===== src/rtl/mem_arb_pkg.sv =====
// Shared types and constants for the instruction/data memory arbiter.
package mem_arb_pkg;
  localparam int ADDR_W = 32;
  localparam int DATA_W = 32;

  typedef enum logic {ST_INIT, ST_RUN} state_e;

  typedef enum logic [1:0] {OWN_NONE, OWN_IFETCH, OWN_DATA} owner_e;
endpackage


===== src/rtl/mem_arb_starve_cnt.sv =====
// Saturating count of consecutive cycles a fetch request has been denied.
module mem_arb_starve_cnt #(
  parameter int MAX_WAIT = 4
) (
  input  logic clk,
  input  logic rst_n,
  input  logic i_req,
  input  logic i_gnt,
  output logic starved
);
  localparam logic [3:0] WAIT_MAX = 4'(MAX_WAIT);

  logic [3:0] wait_cnt_q, wait_cnt_d;

  always_comb begin
    wait_cnt_d = wait_cnt_q;
    if (!i_req || i_gnt) begin
      wait_cnt_d = 4'd0;
    end else if (wait_cnt_q != WAIT_MAX) begin
      wait_cnt_d = wait_cnt_q + 4'd1;
    end
  end

  always_ff @(posedge clk) begin
    if (!rst_n) begin
      wait_cnt_q <= 4'd0;
    end else begin
      wait_cnt_q <= wait_cnt_d;
    end
  end

  assign starved = (wait_cnt_q == WAIT_MAX);
endmodule


===== src/rtl/mem_arbiter.sv =====
// Shares one synchronous RAM port between fetch (read-only) and load/store,
// data first, with a starvation bound for fetch and 1-cycle read routing.
module mem_arbiter
  import mem_arb_pkg::*;
#(
  parameter int MAX_WAIT    = 4,
  parameter int INIT_CYCLES = 2
) (
  input  logic              clk,
  input  logic              rst_n,
  input  logic              i_req,
  input  logic [ADDR_W-1:0] i_addr,
  output logic              i_gnt,
  output logic              i_rvalid,
  output logic [DATA_W-1:0] i_rdata,
  input  logic              d_req,
  input  logic              d_we,
  input  logic [ADDR_W-1:0] d_addr,
  input  logic [DATA_W-1:0] d_wdata,
  output logic              d_gnt,
  output logic              d_rvalid,
  output logic [DATA_W-1:0] d_rdata,
  output logic              mem_cs,
  output logic              mem_oe,
  output logic              mem_we,
  output logic [ADDR_W-1:0] mem_addr,
  output logic [DATA_W-1:0] mem_din,
  input  logic [DATA_W-1:0] mem_dout
);
  localparam logic [3:0] INIT_LOAD = 4'(INIT_CYCLES - 1);

  state_e     state_q, state_d;
  logic [3:0] init_cnt_q, init_cnt_d;
  owner_e     rd_owner_q, rd_owner_d;
  logic       starved;
  logic       arb_en;
  logic       i_win;

  // Handshake: a request is accepted in the cycle its gnt is 1 (combinational
  // on req); the requester holds req/addr/we/wdata until then. rvalid is a
  // one-cycle pulse the cycle after a granted read; there is no back-pressure.

  always_comb begin
    state_d    = state_q;
    init_cnt_d = init_cnt_q;
    case (state_q)
      ST_INIT: begin
        if (init_cnt_q == 4'd0) begin
          state_d = ST_RUN;
        end else begin
          init_cnt_d = init_cnt_q - 4'd1;
        end
      end
      ST_RUN:  state_d = ST_RUN;
      default: state_d = ST_INIT;
    endcase
  end

  // Gating with rst_n keeps the RAM untouched in a reset cycle.
  always_comb begin
    arb_en = rst_n && (state_q == ST_RUN);
    i_win  = i_req && (!d_req || starved);
    i_gnt  = arb_en && i_win;
    d_gnt  = arb_en && d_req && !i_win;
  end

  always_comb begin
    mem_cs   = 1'b0;
    mem_oe   = 1'b0;
    mem_we   = 1'b0;
    mem_addr = '0;
    mem_din  = '0;
    if (i_gnt) begin
      mem_cs   = 1'b1;
      mem_oe   = 1'b1;
      mem_addr = i_addr;
    end else if (d_gnt) begin
      mem_cs   = 1'b1;
      mem_oe   = !d_we;
      mem_we   = d_we;
      mem_addr = d_addr;
      mem_din  = d_wdata;
    end
  end

  always_comb begin
    rd_owner_d = OWN_NONE;
    if (i_gnt) begin
      rd_owner_d = OWN_IFETCH;
    end else if (d_gnt && !d_we) begin
      rd_owner_d = OWN_DATA;
    end
  end

  always_ff @(posedge clk) begin
    if (!rst_n) begin
      state_q    <= ST_INIT;
      init_cnt_q <= INIT_LOAD;
      rd_owner_q <= OWN_NONE;
    end else begin
      state_q    <= state_d;
      init_cnt_q <= init_cnt_d;
      rd_owner_q <= rd_owner_d;
    end
  end

  always_comb begin
    i_rvalid = rst_n && (rd_owner_q == OWN_IFETCH);
    d_rvalid = rst_n && (rd_owner_q == OWN_DATA);
    i_rdata  = i_rvalid ? mem_dout : '0;
    d_rdata  = d_rvalid ? mem_dout : '0;
  end

  mem_arb_starve_cnt #(
    .MAX_WAIT(MAX_WAIT)
  ) u_starve_cnt (
    .clk    (clk),
    .rst_n  (rst_n),
    .i_req  (i_req),
    .i_gnt  (i_gnt),
    .starved(starved)
  );
endmodule

===== config.mk =====
export PLATFORM = sky130hd
export DESIGN_NAME = mem_arbiter
export DESIGN_NICKNAME = d
export VERILOG_FILES = /design/src/rtl/mem_arb_pkg.sv /design/src/rtl/mem_arb_starve_cnt.sv /design/src/rtl/mem_arbiter.sv
export SDC_FILE = /design/constraint.sdc
export NUM_CORES = 1
export LEC_CHECK = 0
export BUFFER_PORTS_ARGS = -buffer_cell sky130_fd_sc_hd__buf_2
export CAP_MARGIN = 20
export CORE_AREA = 2 2 103 105
export CTS_CLUSTER_SIZE = 8
export DETAILED_ROUTE_END_ITERATION = 10
export DIE_AREA = 0 0 105 107
export PLACE_DENSITY = 0.63
export SLEW_MARGIN = 20
export SYNTH_ARGS = -nofsm -noshare
export SYNTH_HDL_FRONTEND = slang
export SYNTH_SLANG_ARGS = --single-unit

===== constraint.sdc =====
create_clock -name clk -period 1.9 [get_ports clk]
set_clock_uncertainty 0.2 [all_clocks]
set_input_delay 0.095 -clock clk [delete_from_list [all_inputs] [get_ports clk]]
set_output_delay 0.095 -clock clk [all_outputs]
set_load 0.05 [all_outputs]

# [Word-level counts from Yosys, hierarchy flattened]
# Cells that the tools add are included.
[classes] add_sub_neg=2 n_eq_ne=4 n_mux=16 n_bitwise=3 reduce_logical=18
[op_table] op="two-way mux 32 bit" count=6
[op_table] op="logical AND 1 bit" count=8
[op_table] op="two-way mux 1 bit" count=8
[op_table] op="adder 4 x 1 -> 4 bit, second input constant" count=1
[op_table] op="== test 4 x 3 -> 1 bit, second input constant" count=1
[op_table] op="logical NOT 1 bit" count=4
[op_table] op="logical NOT 4 bit" count=1
[op_table] op="!= test 4 x 3 -> 1 bit, second input constant" count=1
[op_table] op="OR reduction 2 bit" count=2
[op_table] op="subtractor 4 x 1 -> 4 bit, second input constant" count=1
[op_table] op="NOT 1 bit" count=3
[op_table] op="== test 2 x 1 -> 1 bit, second input constant" count=1
[op_table] op="== test 2 bit, second input constant" count=1
[op_table] op="logical OR 1 bit" count=2
[op_table] op="two-way mux 2 bit" count=1
[op_table] op="one-hot mux 1 bit (2 select lines)" count=1
[op_table] op="AND reduction 2 bit" count=1
[word_totals] reg_bits=11 inputBits=133 output_inout_bits=135 word_cells=48

# [Depth between registers and ports, before layout]
# Gate-level depths: netlist of run 1.
[logic_depth] depth_word=8 depth_mapped=7 depth_no_buf=5

# [Hierarchy]
# A second synthesis of run 1 with hierarchy kept.
[unflattened] cells_unflattened=208 area_unflattened_um2=1589.0
[by_module_without_submodules] mod="mem_arbiter" instances=1 cells_per_inst=187 area_each_um2=1382.6 seq_area_each_um2=140.1
[by_module_without_submodules] mod="mem_arb_starve_cnt" instances=1 cells_per_inst=21 area_each_um2=206.4 seq_area_each_um2=80.1

# [Worst setup path before layout of run 1]
# No wires, ideal clock.
[synth_path] path_kind="flip-flop to output port" startpoint="register u_starve_cnt.wait_cnt_q[0]" endpoint="output port mem_addr[10]" t_arrival_ps=1825 t_required_ps=1605 setup_slack_ps=-220 stages_incl_launch_ff=7 path_buffers=1 path_cell_list="dfxtp_1 > inv_1 > ha_1 > nand4b_1 > nand2_1 > buf_1 > o22ai_1"
[synth_between] elab_chain_len=7 elab_cells_between_ends=8 cone_classes="1 x eq/ne; 2 x mux; 5 x reduce/logical"
[synth_lines] element="start: declaration" line_no="mem_arb_starve_cnt.sv:13" text="logic [3:0] wait_cnt_q, wait_cnt_d;"
[synth_lines] element="start signal: assignment" line_no="mem_arb_starve_cnt.sv:28" text="wait_cnt_q <= wait_cnt_d;"
[synth_lines] element="== test 4 x 3 -> 1 bit *" line_no="mem_arb_starve_cnt.sv:32" text="assign starved = (wait_cnt_q == WAIT_MAX);"
[synth_lines] element="logical OR 1 bit *" line_no="mem_arbiter.sv:62" text="i_win = i_req && (!d_req || starved);"
[synth_lines] element="logical AND 1 bit *" line_no="mem_arbiter.sv:62"
[synth_lines] element="logical NOT 1 bit" line_no="mem_arbiter.sv:64" text="d_gnt = arb_en && d_req && !i_win;"
[synth_lines] element="logical AND 1 bit" line_no="mem_arbiter.sv:64"
[synth_lines] element="two-way mux 32 bit" line_no="mem_arbiter.sv:77" text="end else if (d_gnt) begin"
[synth_lines] element="two-way mux 32 bit *" line_no="mem_arbiter.sv:73" text="if (i_gnt) begin"
[synth_lines] element="end: declaration" line_no="mem_arbiter.sv:26" text="output logic [ADDR_W-1:0] mem_addr,"
# Every way passes the cells marked *; elsewhere a longest branch is shown, timed or not.

# [Worst setup path in the final report of run 1]
[layout_path] startpoint="register u_starve_cnt.wait_cnt_q[1]" endpoint="output port mem_addr[19]"
# Same word-level chain as after synthesis.

==> qor.yml, run 1 <==
synthesis:
  yosys_warnings: 0
  ys_types: 33
  synth_area_leaders: "and2_1, nand2_1, dfxtp_1"
  syn-cell-area_mm2: 0.001733
  yosysSeqAreaShare_pct: 12.71
  ys_ff_latch: 11
  synth.net_count: 422
  synthCells: 286
  syn_avg_cell_area_um2: 6.059
  synth.largest_area_cell: "and2_1"
  synth_top_area_share_pct: 35.38
critical_path:
  path_class: "flip-flop to output port"
  ff2ff_setup_slack_ps: 260
  r2r_end: "init_cnt_q[3]"
  cp_top_family: "buffers and inverters"
  critical_path.cell_chain: "inv_2 > ha_4 > and3b_1 > o21ai_2 > buf_12 > o22ai_1 > buf_4"
  arrival_ps: 1640
  start_kind: "flip-flop"
  endpoint_kind: "output port"
  cp.required_ps: 1600
  critPathMaxStageDelay_ps: 330
  worst-path-stages: 7
  path_buf_inv: 3
  reg2reg_from: "init_cnt_q[0]"
  crit_path_end: "mem_addr[19]"
  crit_fanout: 35
  reg2regPathDepth: 6
  worst_path_max_delay_cell: "dfxtp_2"
  startpoint: "u_starve_cnt.wait_cnt_q[1]"
placement:
  dp_cells: 674
  place.gp.congestion: 0.8049
  port_buffers: 267
  dp_hpwl_um: 6263
  place_ws_ps: 60.41
floorplan:
  coreArea_mm2: 0.01009
  dieArea_mm2: 0.01124
  dieWidth_um: 105
  boundaryPins: 268
  die_y_um: 107
  row_count: 37
  start_util_pct: 17.17
drt:
  vias: 2884
  wire_per_inst_um: 12.54
  avgViaCountPerCell: 4.198
  postRouteAntennaNets: 0
  drc: 0
  drt_pass1_iterations: 4
  drt_first_iter_violations: 145
  drt-total-wl_um: 8612
grt:
  grt_pass1_vias: 2515
  grt_pass1_wl_um: 12080
  grt_max_degree: 63
  antenna_found_initial: 0
  grt_overflow_total: 0
  track_usage_pct: 12.95
timing:
  finalHoldViolations: 0
  drv_slew: 0
  min_period_ps: 1931
  tightest_slew_ps: 266.7
  setup_viol: 58
  timing.fmax_ghz: 0.5178
  fin_ws_ps: -31.25
  rsz0062_at_grt: "yes"
  max-slew-margin-rel_pct: 82.34
  finalCritPeriodShare_pct: 101.6
power_and_ir_drop:
  power_density_mw_per_mm2: 530.0
  peakVddDrop_mv: 0.3023
  p_leak_nw: 2.120
layout:
  fillers: 1073
  instances_no_fill: 687
  n_antenna_cell: 0
  nets: 688
  area_growth_pct: 128.0
  drive_gt1_share_pct: 59.89
hold_path:
  hp-class: "input pin to flip-flop"
  hp-start: "i_req"
status:
  violations: "setup timing"
  status: "complete, but fails checks"
clock_network:
  cts_buffers: 3
  clk_pin_slew_ps: 50
  h-tree-depth: 1
  clockRootBuffer: "clkbuf_8"
  cts_buffer_depth: 2
  insertion_delay_ps: 240
  cts.sink_count: 11
  cts_tree: "built"
flow_run:
  cap_violations: 0
worst min-delay path, stage by stage:
cell and delay, ps:
buf_2 130, nand2_1 140, a21oi_1 60
registers in the layout, summed over array words and instances, names as in the netlist:
name                     flops
rd_owner_q                   2
init_cnt_q                   4
u_starve_cnt.wait_cnt_q      4
state_q                      1
area by class of cell:
cell class | instances | area, um^2 | share of cell area [%]
timing repair buffer | 286 | 1997 | 50.54
clock buffer | 4 | 45.04 | 1.140
tap | 136 | 170.2 | 4.307
multi-input combinational | 243 | 1490 | 37.71
inverter | 7 | 26.28 | 0.6650
sequential | 11 | 222.7 | 5.636
layer usage:
layer,part of all wire (%),GRT usage [%]
met4,0.73,2.190
met1,39,14.90
met2,51,24.21
met3,9.0,3.465
met5,0,0
worst min-delay path by stage:
stage,end,slack [ps],cells past startpoint
after global placement,rd_owner_q[1],110,2
after detailed placement,rd_owner_q[1],110,2
after CTS,u_starve_cnt.wait_cnt_q[1],20,3
after global routing,u_starve_cnt.wait_cnt_q[1],30,3
final,u_starve_cnt.wait_cnt_q[1],30,3
after floorplan,rd_owner_q[1],-30,1
report_power, final:
part / internal, mW / total [mW] / switching, mW
registers: 0.277 / 0.307 / 0.0296
clock network: 0.147 / 0.237 / 0.0894
logic: 0.617 / 1.55 / 0.933
total: 1.04 / 2.09 / 1.05
metrics by stage:
step	power, mW	instance area [um^2]	hold WS, ps	TNS [ps]	util, %
CTS	1.988	3667	16.18	-1295	36.34
detailed placement	1.632	3307	110.3	0	32.77
finish	2.094	3951	26.75	-801.8	39.15
global route	2.232	3951	30.55	-5414	39.15
floorplan	1.239	1787	-33.39	-6736	-
global placement	1.630	3307	107.7	0	32.77
synthesized netlist by cell type (all sizes together):
library cell,number
a211oi,1
a21boi,2
a21oi,3
a221oi,1
and2,98
and3,1
and3b,2
buf,14
clkbuf,11
dfxtp,11
ha,3
inv,7
mux2i,1
nand2,70
nand2b,1
nand3,1
nand3b,3
nand4b,1
nor2,6
nor2b,2
nor3,1
nor3b,1
o21a,1
o21ai,4
o22ai,32
o311a,1
or3,4
or4,1
or4b,1
xnor2,1
what timing repair did:
action	CTS	global route
gates resized for setup	96	83
setup endpoints to repair	68	68
pin swaps	0	32
gates cloned	1	3
setup buffers	0	1
endpoints found under the hold margin	6	0
hold buffers	4	0
logic make-up after synthesis:
logic type               after synthesis  synth area share, %
flip-flops                            11                12.71
buffers and inverters                 32                7.870
AND/OR/NAND/NOR                      193                59.57
multiplexers                           1               0.5776
XOR/XNOR                               1               0.5055
adder cells (fa/ha/maj)                3                2.166
AO/OA/AOI/OAI                         45                16.61
cells in the final DEF, fill, tap and decap left out, types with 6 or more instances in the layout:
master,synthesis,final
and2_1,98,64
buf_6,0,6
o22ai_1,32,31
nand2_1,70,70
dfxtp_1,11,9
buf_8,0,33
and2_4,0,33
buf_2,13,199
buf_4,0,39
Note: power is estimated with default switching activity, not from simulation.
==> run 2: changes to the inputs <==
Settings changed: TNS_END_PERCENT set to 50.
==> run 2 against run 1 <==
Net effect: the flow still finishes with violations (setup timing); combinational power about the same; final cell count unchanged; non-clock buffer count unchanged; critical path type unchanged.
==> qor.yml, run 2 (synthesis gave the netlist of run 1 again) <==
grt:
  grt_pass1_wl_um: 13170
  grt_pass1_vias: 2681
  antenna_found_initial: 0
  grt_overflow_total: 0
  track_usage_pct: 14.42
  grt_max_degree: 65
layout:
  drive_gt1_share_pct: 59.17
  nets: 688
  reg_top3: "init_cnt_q: 4 flops, u_starve_cnt.wait_cnt_q: 4 flops, rd_owner_q: 2 flops"
  final_cell_mix: "buf_2, nand2_1, and2_1, buf_4, o22ai_1"
  final_common_cell: "buf_2"
  fin_area_mm2: 0.003955
  n_antenna_cell: 0
  area_growth_pct: 128.2
drt:
  avgViaCountPerCell: 4.236
  drt_first_iter_violations: 180
  postRouteAntennaNets: 0
  drt_pass1_iterations: 4
  drc: 0
  vias: 2910
  top_layer: "met4"
  wl_met1_um: 3512
  drt-total-wl_um: 9386
  wire_per_inst_um: 13.66
  wl_met2_um: 5039
  wl_met3_um: 814
timing:
  finalCritPeriodShare_pct: 103.2
  finalHoldWorstSlack_ps: 16.36
  tightest_slew_ps: 262.6
  fin_ws_ps: -60.55
  finalSetupTns_ps: -1859
  rsz0062_at_grt: "yes"
  finalHoldViolations: 0
  max-slew-margin-rel_pct: 82.61
  min_period_ps: 1961
  setup_viol: 50
  timing.fmax_ghz: 0.5101
  drv_slew: 0
floorplan:
  dieArea_mm2: 0.01124
  boundaryPins: 268
  die_y_um: 107
  coreArea_mm2: 0.01009
  row_count: 37
  dieWidth_um: 105
  start_util_pct: 17.17
status:
  violations: "setup timing"
  status: "complete, but fails checks"
clock_network:
  clk_pin_slew_ps: 50
  cts_tree: "built"
  cts_buffer_depth: 2
  cts_buffers: 3
  cts.sink_count: 11
  clockRootBuffer: "clkbuf_8"
  insertion_delay_ps: 230
  h-tree-depth: 1
flow_run:
  cap_violations: 0
placement:
  port_buffers: 267
  placed_area_mm2: 0.003396
  dp_hpwl_um: 7492
  place.gp.congestion: 0.7953
critical_path:
  arrival_ps: 1670
  worst_path_max_delay_cell: "dfxtp_2"
  critPathMaxStageDelay_ps: 340
  path_class: "flip-flop to output port"
  critical_path.cell_chain: "inv_2 > ha_4 > nand4b_1 > and3_4 > buf_6 > clkbuf_16 > and2_4 > buf_8"
  ff2ff_setup_slack_ps: 290
  endpoint_kind: "output port"
  cp.required_ps: 1600
  start_kind: "flip-flop"
  crit_fanout: 5
hold_path:
  hp-class: "input pin to flip-flop"
power_and_ir_drop:
  peakVddDrop_mv: 0.2914
  p_leak_nw: 2.119
  power_density_mw_per_mm2: 530.7
## run 2: worst max-delay path: cells and delay by family, from the launching register on
kind                       cells  cell delay [ps]
adders and majority gates      1              150
buffers and inverters          4              450
DFF                            1              340
and+or+nand+nor                3              480
## run 2: cell type report
class	instances	area, um^2
sequential	11	224.0
fill	1086	6137
multi-input combinational	243	1470
clock buffer	4	45.04
timing repair buffer	286	2019
inverter	7	26.28
tap	136	170.2
## run 2: power by group
part | internal (mW) | switching, mW
logic | 0.626 | 0.926
registers | 0.280 | 0.0364
clock network | 0.147 | 0.0834
## run 2: what timing repair did
| item | 4_1_cts | 5_1_grt |
|---|---|---|
| setup endpoints to repair | 68 | 67 |
| pin swaps | 3 | 21 |
| endpoints found under the hold margin | 5 | 0 |
| cloned | 1 | 2 |
| hold buffers | 3 | 0 |
| gates resized for setup | 96 | 44 |
| setup buffers | 2 | 1 |
## run 2: per-stage QoR
stage                     worst slack, ps  std cells  power (mW)  utilization, %
after floorplan                    -220.4        286       1.231               -
after detailed placement            44.18        674       1.672           33.65
after global routing               -133.6        687       2.237           39.19
after global placement              75.22        674       1.667           33.65
after CTS                          -90.27        684       2.035           37.49
final                              -60.55        687       2.099           39.19
## run 2: path summary, 6_finish.rpt
path,startpoint,to,cells past startpoint
setup / recovery,u_starve_cnt.wait_cnt_q[1],mem_din[0],8
hold / removal,d_req,u_starve_cnt.wait_cnt_q[3],3
setup reg to reg,init_cnt_q[0],init_cnt_q[2],5
hold reg to reg,init_cnt_q[3],init_cnt_q[3],2
## run 2: layer usage
layer,global-route usage (%),vias up
met2,29.22,181
li1,-,1464
met4,1.143,0
met1,16.19,1263
met3,2.371,2
met5,0,-
==> run 3: changes to the inputs <==
Settings changed: CORE_AREA 2 2 103 105 to 2 2 105 107, DIE_AREA 0 0 105 107 to 0 0 107 109, PLACE_DENSITY 0.63 to 0.6, REMOVE_ABC_BUFFERS set to 1, SYNTH_HIERARCHICAL set to 1.
==> run 3 against run 2 <==
Net effect: the flow still finishes with violations (setup timing); sequential share of layout area grew 0.077 points; critical path depth is 3 higher; register-to-register slack got worse by 100 ps; routed wire length is 2.0% lower; synthesized cell count shrank 27%.
==> qor.yml, run 3 <==
status:
  status: "complete, but fails checks"
  violations: "setup timing"
placement:
  dp_hpwl_um: 7787
  port_buffers: 267
  placed_area_mm2: 0.003249
  place.gp.congestion: 0.8355
synthesis:
  synthAdderAreaFrac_pct: 2.362
  synth.largest_area_cell: "and2_1"
  ys_types: 30
  synth-xor-area-share_pct: 1.102
  yosys_warnings: 6
  synthFlopType: "dfxtp_1"
  syn_avg_cell_area_um2: 7.640
  synth_top_family_by_area: "simple AND/OR/NAND/NOR gates"
  synth_top_area_share_pct: 38.19
  synth_edf_count: 0
  syn-cell-area_mm2: 0.001589
  yosysSeqAreaShare_pct: 13.86
  yosysMostFrequentCell: "and2_1"
  synth_area_leaders: "and2_1, a22o_1, dfxtp_1"
  ys_ff_latch: 11
  ys_async_sr_fraction_pct: 0
  synth-compound-area-share_pct: 20.87
  synth-simple-area-share_pct: 48.43
  yosys-mux-area-fraction_pct: 3.228
  synthCells: 208
  synth_common_cells: "and2_1, a22o_1, dfxtp_1"
layout:
  area_growth_pct: 144.2
  final_common_cell: "buf_2"
  n_antenna_cell: 0
  nets: 620
  reg_top3: "init_cnt_q: 4 flops, u_starve_cnt/wait_cnt_q: 4 flops, rd_owner_q: 2 flops"
  fin_util_pct: 36.59
  drive_gt1_share_pct: 66.05
  fin_area_mm2: 0.003880
  final_cell_mix: "buf_2, and2_1, buf_6, a22o_1"
flow_run:
  cap_violations: 0
floorplan:
  start_util_pct: 14.99
  coreArea_mm2: 0.01060
  row_count: 38
  dieArea_mm2: 0.01166
  die_y_um: 109
  dieWidth_um: 107
  boundaryPins: 268
hold_path:
  hp-class: "input pin to flip-flop"
grt:
  antenna_found_initial: 1
  grt_pass1_vias: 2402
  track_usage_pct: 14.19
  grt_pass1_wl_um: 12740
  grt_overflow_total: 0
  grt_max_degree: 37
timing:
  rsz0062_at_grt: "yes"
  setup_viol: 67
  fin_ws_ps: -170.9
  tightest_slew_ps: 318.8
  max-slew-margin-rel_pct: 78.55
  min_period_ps: 2071
  finalCritPeriodShare_pct: 109.0
  drv_slew: 0
  timing.fmax_ghz: 0.4829
  finalHoldViolations: 0
critical_path:
  arrival_ps: 1780
  cp.required_ps: 1600
  crit_fanout: 6
  path_class: "flip-flop to output port"
  endpoint_kind: "output port"
  start_kind: "flip-flop"
power_and_ir_drop:
  p_leak_nw: 2.177
  peakVddDrop_mv: 0.2632
  power_density_mw_per_mm2: 496.0
drt:
  wire_per_inst_um: 14.77
  drt_pass1_iterations: 4
  vias: 2560
  avgViaCountPerCell: 4.109
  drt-total-wl_um: 9202
  drc: 0
  drt_first_iter_violations: 119
  postRouteAntennaNets: 0
clock_network:
  h-tree-depth: 1
  cts_tree: "built"
  clk_pin_slew_ps: 50
  clockRootBuffer: "clkbuf_8"
  cts.sink_count: 11
  insertion_delay_ps: 230
  cts_buffers: 3
  cts_buffer_depth: 2
-- run 3: stage by stage --
step | setup TNS, ps | hold WS, ps | cells | power, mW | setup WS, ps
after global placement | -198.3 | 90.23 | 608 | 1.470 | -48.68
after CTS | -10240 | 39.30 | 626 | 1.973 | -253.7
after global routing | -12440 | 48.52 | 623 | 2.028 | -251.5
after detailed placement | -1296 | 92.23 | 608 | 1.493 | -91.44
after floorplan | -42580 | -32.62 | 191 | 1.048 | -558.5
final | -7308 | 45.22 | 623 | 1.925 | -170.9
-- run 3: kinds of logic after synthesis --
group	Yosys count
AOI/OAI and AO/OA	39
xor gates and xnor gates	2
adders and majority gates	3
buffers and inverters	25
DFF	11
muxes	5
and+or+nand+nor	123
-- run 3: path summary, 6_finish.rpt --
kind                                                  from                         end  slack (ps)  cells past startpoint
worst max register to register  u_starve_cnt/wait_cnt_q[1]  u_starve_cnt/wait_cnt_q[3]         190                      9
worst min register to register               init_cnt_q[1]               init_cnt_q[1]         280                      2
worst max-delay path            u_starve_cnt/wait_cnt_q[1]                mem_addr[26]        -170                     11
worst min-delay path                                 rst_n               init_cnt_q[2]          50                      2
-- run 3: power by group --
part	switching, mW	internal [mW]	leakage, nW
Sequential	0.0452	0.273	0.0906
Clock	0.0799	0.147	0.0228
Combinational	0.806	0.574	2.06
-- run 3: repair_timing --
| item | in CTS | in global routing |
|---|---|---|
| hold endpoints to repair | 2 | 0 |
| hold buffers | 3 | 0 |
| setup endpoints to repair | 69 | 69 |
| gates cloned | 3 | 0 |
| resized for setup | 145 | 10 |
| pin swaps | 12 | 12 |
| setup buffers | 8 | 2 |
-- run 3: area by class of cell --
| class | count | area, um^2 |
|---|---|---|
| flip-flops and latches | 11 | 222.7 |
| clock buffers | 4 | 45.04 |
| multi-input cells | 172 | 1305 |
| fillers | 1084 | 6723 |
| inverters | 8 | 35.03 |
| repair buffers | 288 | 2097 |
| well taps | 140 | 175.2 |
-- run 3: routing by layer --
metal / GRT usage [%] / up-vias / wire length, um / share of wire (%)
met5: 0 / - / 0 / 0
met4: 2.690 / 0 / 189 / 2.1
met3: 2.570 / 10 / 789 / 8.6
met2: 30.12 / 178 / 5111 / 56
met1: 14.18 / 1130 / 3112 / 34
li1: - / 1242 / - / -
-- run 3: critical path, stage by stage, from the launching register on --
cell and delay (ps):
dfxtp_2 320, inv_2 60, ha_4 150, nand3b_4 80, inv_2 70, nand2_2 60
nand4_4 110, clkinv_4 90, buf_6 130, buf_6 120, a22o_1 200, buf_6 160
